--- src/rtl/booth_radix4_mult_seq.sv ---
// Iterative radix-4 Booth multiplier: one Booth digit per clock, signed or unsigned operands.
// Optional BOOTH_ZERO_BYPASS_EN: a zero operand skips RUN and completes in one cycle.
module booth_radix4_mult_seq #(
  parameter int WIDTH = 32,
  parameter int CNT_W = 6
) (
  input  logic                 clk,
  input  logic                 rst,
  input  logic                 start,
  input  logic                 is_signed,
  input  logic [WIDTH-1:0]     a,
  input  logic [WIDTH-1:0]     b,
  output logic                 busy,
  output logic                 done,
  output logic [2*WIDTH-1:0]   product
);

  localparam int E  = WIDTH + 2;
  localparam int N  = E / 2;
  localparam int PW = 2 * E + 1;

  typedef enum logic [1:0] {IDLE, RUN, DONE} state_t;

  state_t           state;
  logic [E-1:0]     m;
  logic [PW-1:0]    p;
  logic [CNT_W-1:0] cnt;

  logic [E-1:0]     a_ext;
  logic [E-1:0]     b_ext;
  logic [E:0]       sel;
  logic [E:0]       sum;
  logic [PW-1:0]    p_next;

  // Two extension bits keep the +/-2M partial products and the running sum from overflowing.
  always_comb begin
    a_ext = is_signed ? {{2{a[WIDTH-1]}}, a} : {2'b00, a};
    b_ext = is_signed ? {{2{b[WIDTH-1]}}, b} : {2'b00, b};
  end

  always_comb begin
    sel = '0;
    case (p[2:0])
      3'b001, 3'b010: sel = {m[E-1], m};
      3'b011:         sel = {m, 1'b0};
      3'b100:         sel = -{m, 1'b0};
      3'b101, 3'b110: sel = -{m[E-1], m};
      default:        sel = '0;
    endcase
    sum    = {p[PW-1], p[PW-1:E+1]} + sel;
    p_next = {sum[E], sum, p[E:2]};
  end

  always_ff @(posedge clk or posedge rst) begin
    if (rst) begin
      state   <= IDLE;
      busy    <= 1'b0;
      done    <= 1'b0;
      product <= '0;
      m       <= '0;
      p       <= '0;
      cnt     <= '0;
    end else begin
      case (state)
        IDLE: begin
          done <= 1'b0;
          if (start) begin
`ifdef BOOTH_ZERO_BYPASS_EN
            if (a == '0 || b == '0) begin
              state   <= DONE;
              done    <= 1'b1;
              product <= '0;
            end else begin
`else
            begin
`endif
              m     <= a_ext;
              p     <= {{E{1'b0}}, b_ext, 1'b0};
              cnt   <= '0;
              busy  <= 1'b1;
              state <= RUN;
            end
          end
        end
        RUN: begin
          p   <= p_next;
          cnt <= cnt + 1'b1;
          if (cnt == CNT_W'(N - 1)) begin
            state   <= DONE;
            busy    <= 1'b0;
            done    <= 1'b1;
            product <= p_next[2*WIDTH:1];
          end
        end
        DONE: begin
          done  <= 1'b0;
          state <= IDLE;
        end
        default: state <= IDLE;
      endcase
    end
  end

endmodule
--- config.mk ---
export PLATFORM = sky130hd
export DESIGN_NAME = booth_radix4_mult_seq
export DESIGN_NICKNAME = d
export VERILOG_FILES = /design/src/rtl/booth_radix4_mult_seq.sv
export SDC_FILE = /design/constraint.sdc
export NUM_CORES = 1
export LEC_CHECK = 0
export CAP_MARGIN = 20
export CORE_ASPECT_RATIO = 0.5
export CORE_MARGIN = 4
export CORE_UTILIZATION = 45
export DETAILED_ROUTE_END_ITERATION = 8
export PLACE_DENSITY_LB_ADDON = 0.3
export SLEW_MARGIN = 20
export SYNTH_ARGS = -nofsm -noshare
export SYNTH_HDL_FRONTEND = slang
export SYNTH_SLANG_ARGS = --single-unit
export TNS_END_PERCENT = 10
--- constraint.sdc ---
create_clock -name clk -period 6 [get_ports clk]
set_clock_uncertainty 0.2 [all_clocks]
set_input_delay 0.9 -clock clk [delete_from_list [all_inputs] [get_ports clk]]
set_output_delay 0.9 -clock clk [all_outputs]
set_load 0.03 [all_outputs]
==> metrics.log <==
INFO  metric layout.core_utilization = a little under three fifths
INFO  metric run_status = finished clean
INFO  metric final-setup-viol-count = 0
INFO  metric ctsHoldBuffers = 0
INFO  metric start_util = 46.0%
INFO  metric max_slew.worst_pin.slew = between 0.8 and 0.9 ns
INFO  metric timing_worst_setup_path_type = reg -> reg
INFO  metric post_cts.resized_instances = 0
INFO  metric post_route_cells_drive_above_1_share = about 6.7%
INFO  metric die_area = around 0.026 mm^2
INFO  metric clock_tree.root_cell = sky130_fd_sc_hd__clkbuf_16
INFO  metric grt_pass1_vias = 9145
INFO  metric crit_path_start_kind = flop
INFO  metric crit_path_top_delay_cell = sky130_fd_sc_hd__or3b_1
INFO  metric clk_path_buf_depth = 2
INFO  metric core-area = 0.0230 mm^2
INFO  metric clock_slew_at_reported_path_ffs = 0.07 ns
INFO  metric synth.area.top_cells = sky130_fd_sc_hd__dfrtp_1 41%, sky130_fd_sc_hd__nand2_1 12%, sky130_fd_sc_hd__xnor2_1 4.4%
INFO  metric maxClockFrequency = between 150 and 200 MHz
INFO  metric fin_setup_tns = 0 ns
INFO  metric synth_area = roughly 0.011 mm^2
INFO  metric detail_route.drc_violations = 0
INFO  metric synth_top_area_share = 41.4%
INFO  metric first_pass_iters = 7
INFO  metric max_cap_violations = 0
INFO  metric cp_data_arrival_time = around 5.4 ns
INFO  metric ant_nets = 0
INFO  metric gr-usage-all-layers = a little under a quarter
INFO  metric relSlewSlack = 44.4%
INFO  metric antenna_found_initial = 0
INFO  metric area_delta_synth_final = 20.9%
INFO  metric finalWeightedCongestion = 0.926
INFO  metric post-synth-top-count-cell = sky130_fd_sc_hd__nand2_1
INFO  metric synth_ff_type = sky130_fd_sc_hd__dfrtp_1
INFO  metric totalWireLength = approximately 30000 um
INFO  metric grt.overflow.total = 0
INFO  metric critical_path_peak_fanout = 5
INFO  metric synth_nets = 1358
INFO  metric hold_path_class = reg -> reg
INFO  metric wire_length_of_the_first_global_routing_pass = about 49000 um
INFO  metric clk_latency = 0.45 ns
INFO  metric vias = 9265
INFO  metric htree_levels = 4
INFO  metric netlist_instances = roughly 1300
INFO  metric synth_largest_area_cell = sky130_fd_sc_hd__dfrtp_1
INFO  metric critical-path-top-cell-by-count = sky130_fd_sc_hd__a21o_1
INFO  metric end_kind = flop
INFO  metric numClockSinks = between 150 and 200
INFO  metric pin_count_of_the_biggest_net_entering_global_routing = 90
INFO  metric synth_top_cells_by_count = 351 x sky130_fd_sc_hd__nand2_1, 175 x sky130_fd_sc_hd__dfrtp_1, 85 x sky130_fd_sc_hd__a21oi_1, 84 x sky130_fd_sc_hd__o21ai_0, 76 x sky130_fd_sc_hd__clkbuf_1
INFO  metric place.port_buffers = around 130
INFO  metric fin_nets = between 1000 and 1500
INFO  metric final.hold.worst_slack = around 0.27 ns
INFO  metric number_of_enable_flip_flop_cells_after_synthesis = 0
INFO  metric finalNonFillerCells = roughly 1700
INFO  metric cts-buffers-inserted = 17
INFO  metric fp.dieW = 225 um
INFO  metric synth.yosys.warnings = 0
INFO  metric crit_path_max_incr_delay = 0.45 ns
INFO  metric die_height = roughly 120 um
INFO  metric ports_placed_on_the_boundary = between 100 and 150
INFO  metric finalHoldViolations = 0
INFO  metric hpwl = ~21000 um
INFO  metric final.min_clock_period = roughly 5.3 ns
INFO  metric avgViaCountPerCell = roughly 5.6
INFO  metric rows = 39
INFO  metric synth.ff_latch_count = 175
INFO  metric asyncSetResetFlopFracSynth = between 90% and 100%
INFO  metric fin_crit_sh = between 80% and 90%
INFO  metric cts_tree = built
INFO  metric cts_setup_buffers = 0
INFO  metric post-place-cells = ~1600
INFO  metric seq_area_frac_synth = approximately two fifths
INFO  metric worst-endpoint-required = around 6.1 ns
INFO  metric diodes = 0
INFO  metric timing.final.max_slew_violations = 0
INFO  metric synth.avg_cell_area = 8.45 um^2
INFO  metric grt_setup_unrepaired = no
INFO  metric path_cells = inv_1 -> ha_1 -> or3b_1 -> nor4_1 -> nand2b_1 -> or3_1 -> nand2_1 -> xnor2_1 -> a221oi_1 -> a21oi_1 -> ha_1 -> a21o_1 -> a21o_1 -> a21o_1 -> a21o_1 -> nand2_1 -> and3_1 -> o21ai_0 -> a221oi_1 -> xor2_1 -> o21ai_0
INFO  metric drt_first_iter_violations = roughly 700
INFO  metric routedWlPerCell = ~18 um
INFO  metric synth.lib_cells_used.distinct = 70
[per-layer routing]
metal,track usage (%),vias to the layer above,wire length (um)
met4,3.87,0,327
met5,0,-,0
met1,33.7,4489,14500
met2,35.6,242,13200
li1,-,4505,-
met3,5.95,29,1840
[cells by family after synthesis]
family	after synthesis	share of synthesized area, %
DFF	175	41.4
and+or+nand+nor	531	23.3
AOI/OAI and AO/OA	306	18.5
buffers and inverters	107	3.82
muxes	17	1.84
xor gates and xnor gates	78	6.59
adders and majority gates	38	4.56
[state kept, by name (all words and copies together) (netlist names)]
signal,count
state,2
m,33
done,1
cnt,6
product,64
busy,1
p,68
[area by class of cell]
cell class                 count  area (um^2)
sequential                   175         4380
timing repair buffer         156         1520
inverter                      24         95.1
tap                          307          384
clock buffer                  20          447
clock inverter                12          156
fill                        2059        10200
multi-input combinational    970         5820
[placed cells by master, fill, tap and decap left out, types with 12 or more instances in the layout]
cell                              instances
sky130_fd_sc_hd__o21ai_0                 84
sky130_fd_sc_hd__inv_1                   22
sky130_fd_sc_hd__a221oi_1                28
sky130_fd_sc_hd__clkbuf_16               17
sky130_fd_sc_hd__a22o_1                  28
sky130_fd_sc_hd__nand2_1                349
sky130_fd_sc_hd__ha_1                    37
sky130_fd_sc_hd__dfrtp_1                173
sky130_fd_sc_hd__buf_4                   22
sky130_fd_sc_hd__and3b_1                 32
sky130_fd_sc_hd__clkdlybuf4s50_1        133
sky130_fd_sc_hd__a31oi_1                 12
sky130_fd_sc_hd__a21o_1                  15
sky130_fd_sc_hd__xor2_1                  24
sky130_fd_sc_hd__nor2_1                  60
sky130_fd_sc_hd__nand3_1                 16
sky130_fd_sc_hd__a21oi_1                 85
sky130_fd_sc_hd__xnor2_1                 53
[stage by stage]
stage | area, um^2 | setup slack [ns]
global route | 12800 | 0.352
global placement | 12200 | 0.932
detailed placement | 12200 | 0.799
CTS | 12800 | 0.768
finish | 12800 | 0.718
floorplan | 10600 | 0.155
[path summary, 6_finish.rpt]
| check | startpoint | slack [ns] | cells past startpoint | to |
|---|---|---|---|---|
| max | m[0]$_DFFE_PP0P_ | 0.72 | 21 | p[60]$_DFFE_PP0P_ |
| max in group asynchronous | rst | 3.79 | 3 | m[16]$_DFFE_PP0P_ |
| max reg2reg | m[0]$_DFFE_PP0P_ | 0.72 | 21 | p[60]$_DFFE_PP0P_ |
| min reg2reg | product[20]$_DFFE_PP0P_ | 0.27 | 2 | product[20]$_DFFE_PP0P_ |
| min in group asynchronous | rst | 0.78 | 2 | product[8]$_DFFE_PP0P_ |
| min | product[20]$_DFFE_PP0P_ | 0.27 | 2 | product[20]$_DFFE_PP0P_ |
[worst max-delay path, delay by kind of cell, from the launching register on]
kind,cells,cell delay [ns]
compound gates,9,1.82
xor+xnor,2,0.36
fa+ha+maj,2,0.54
buf+inv,1,0.09
flops,1,0.41
simple gates,7,1.71
Power is not shown: default switching activity piles up to over one toggle a cycle in this logic, so the estimate is an artifact.
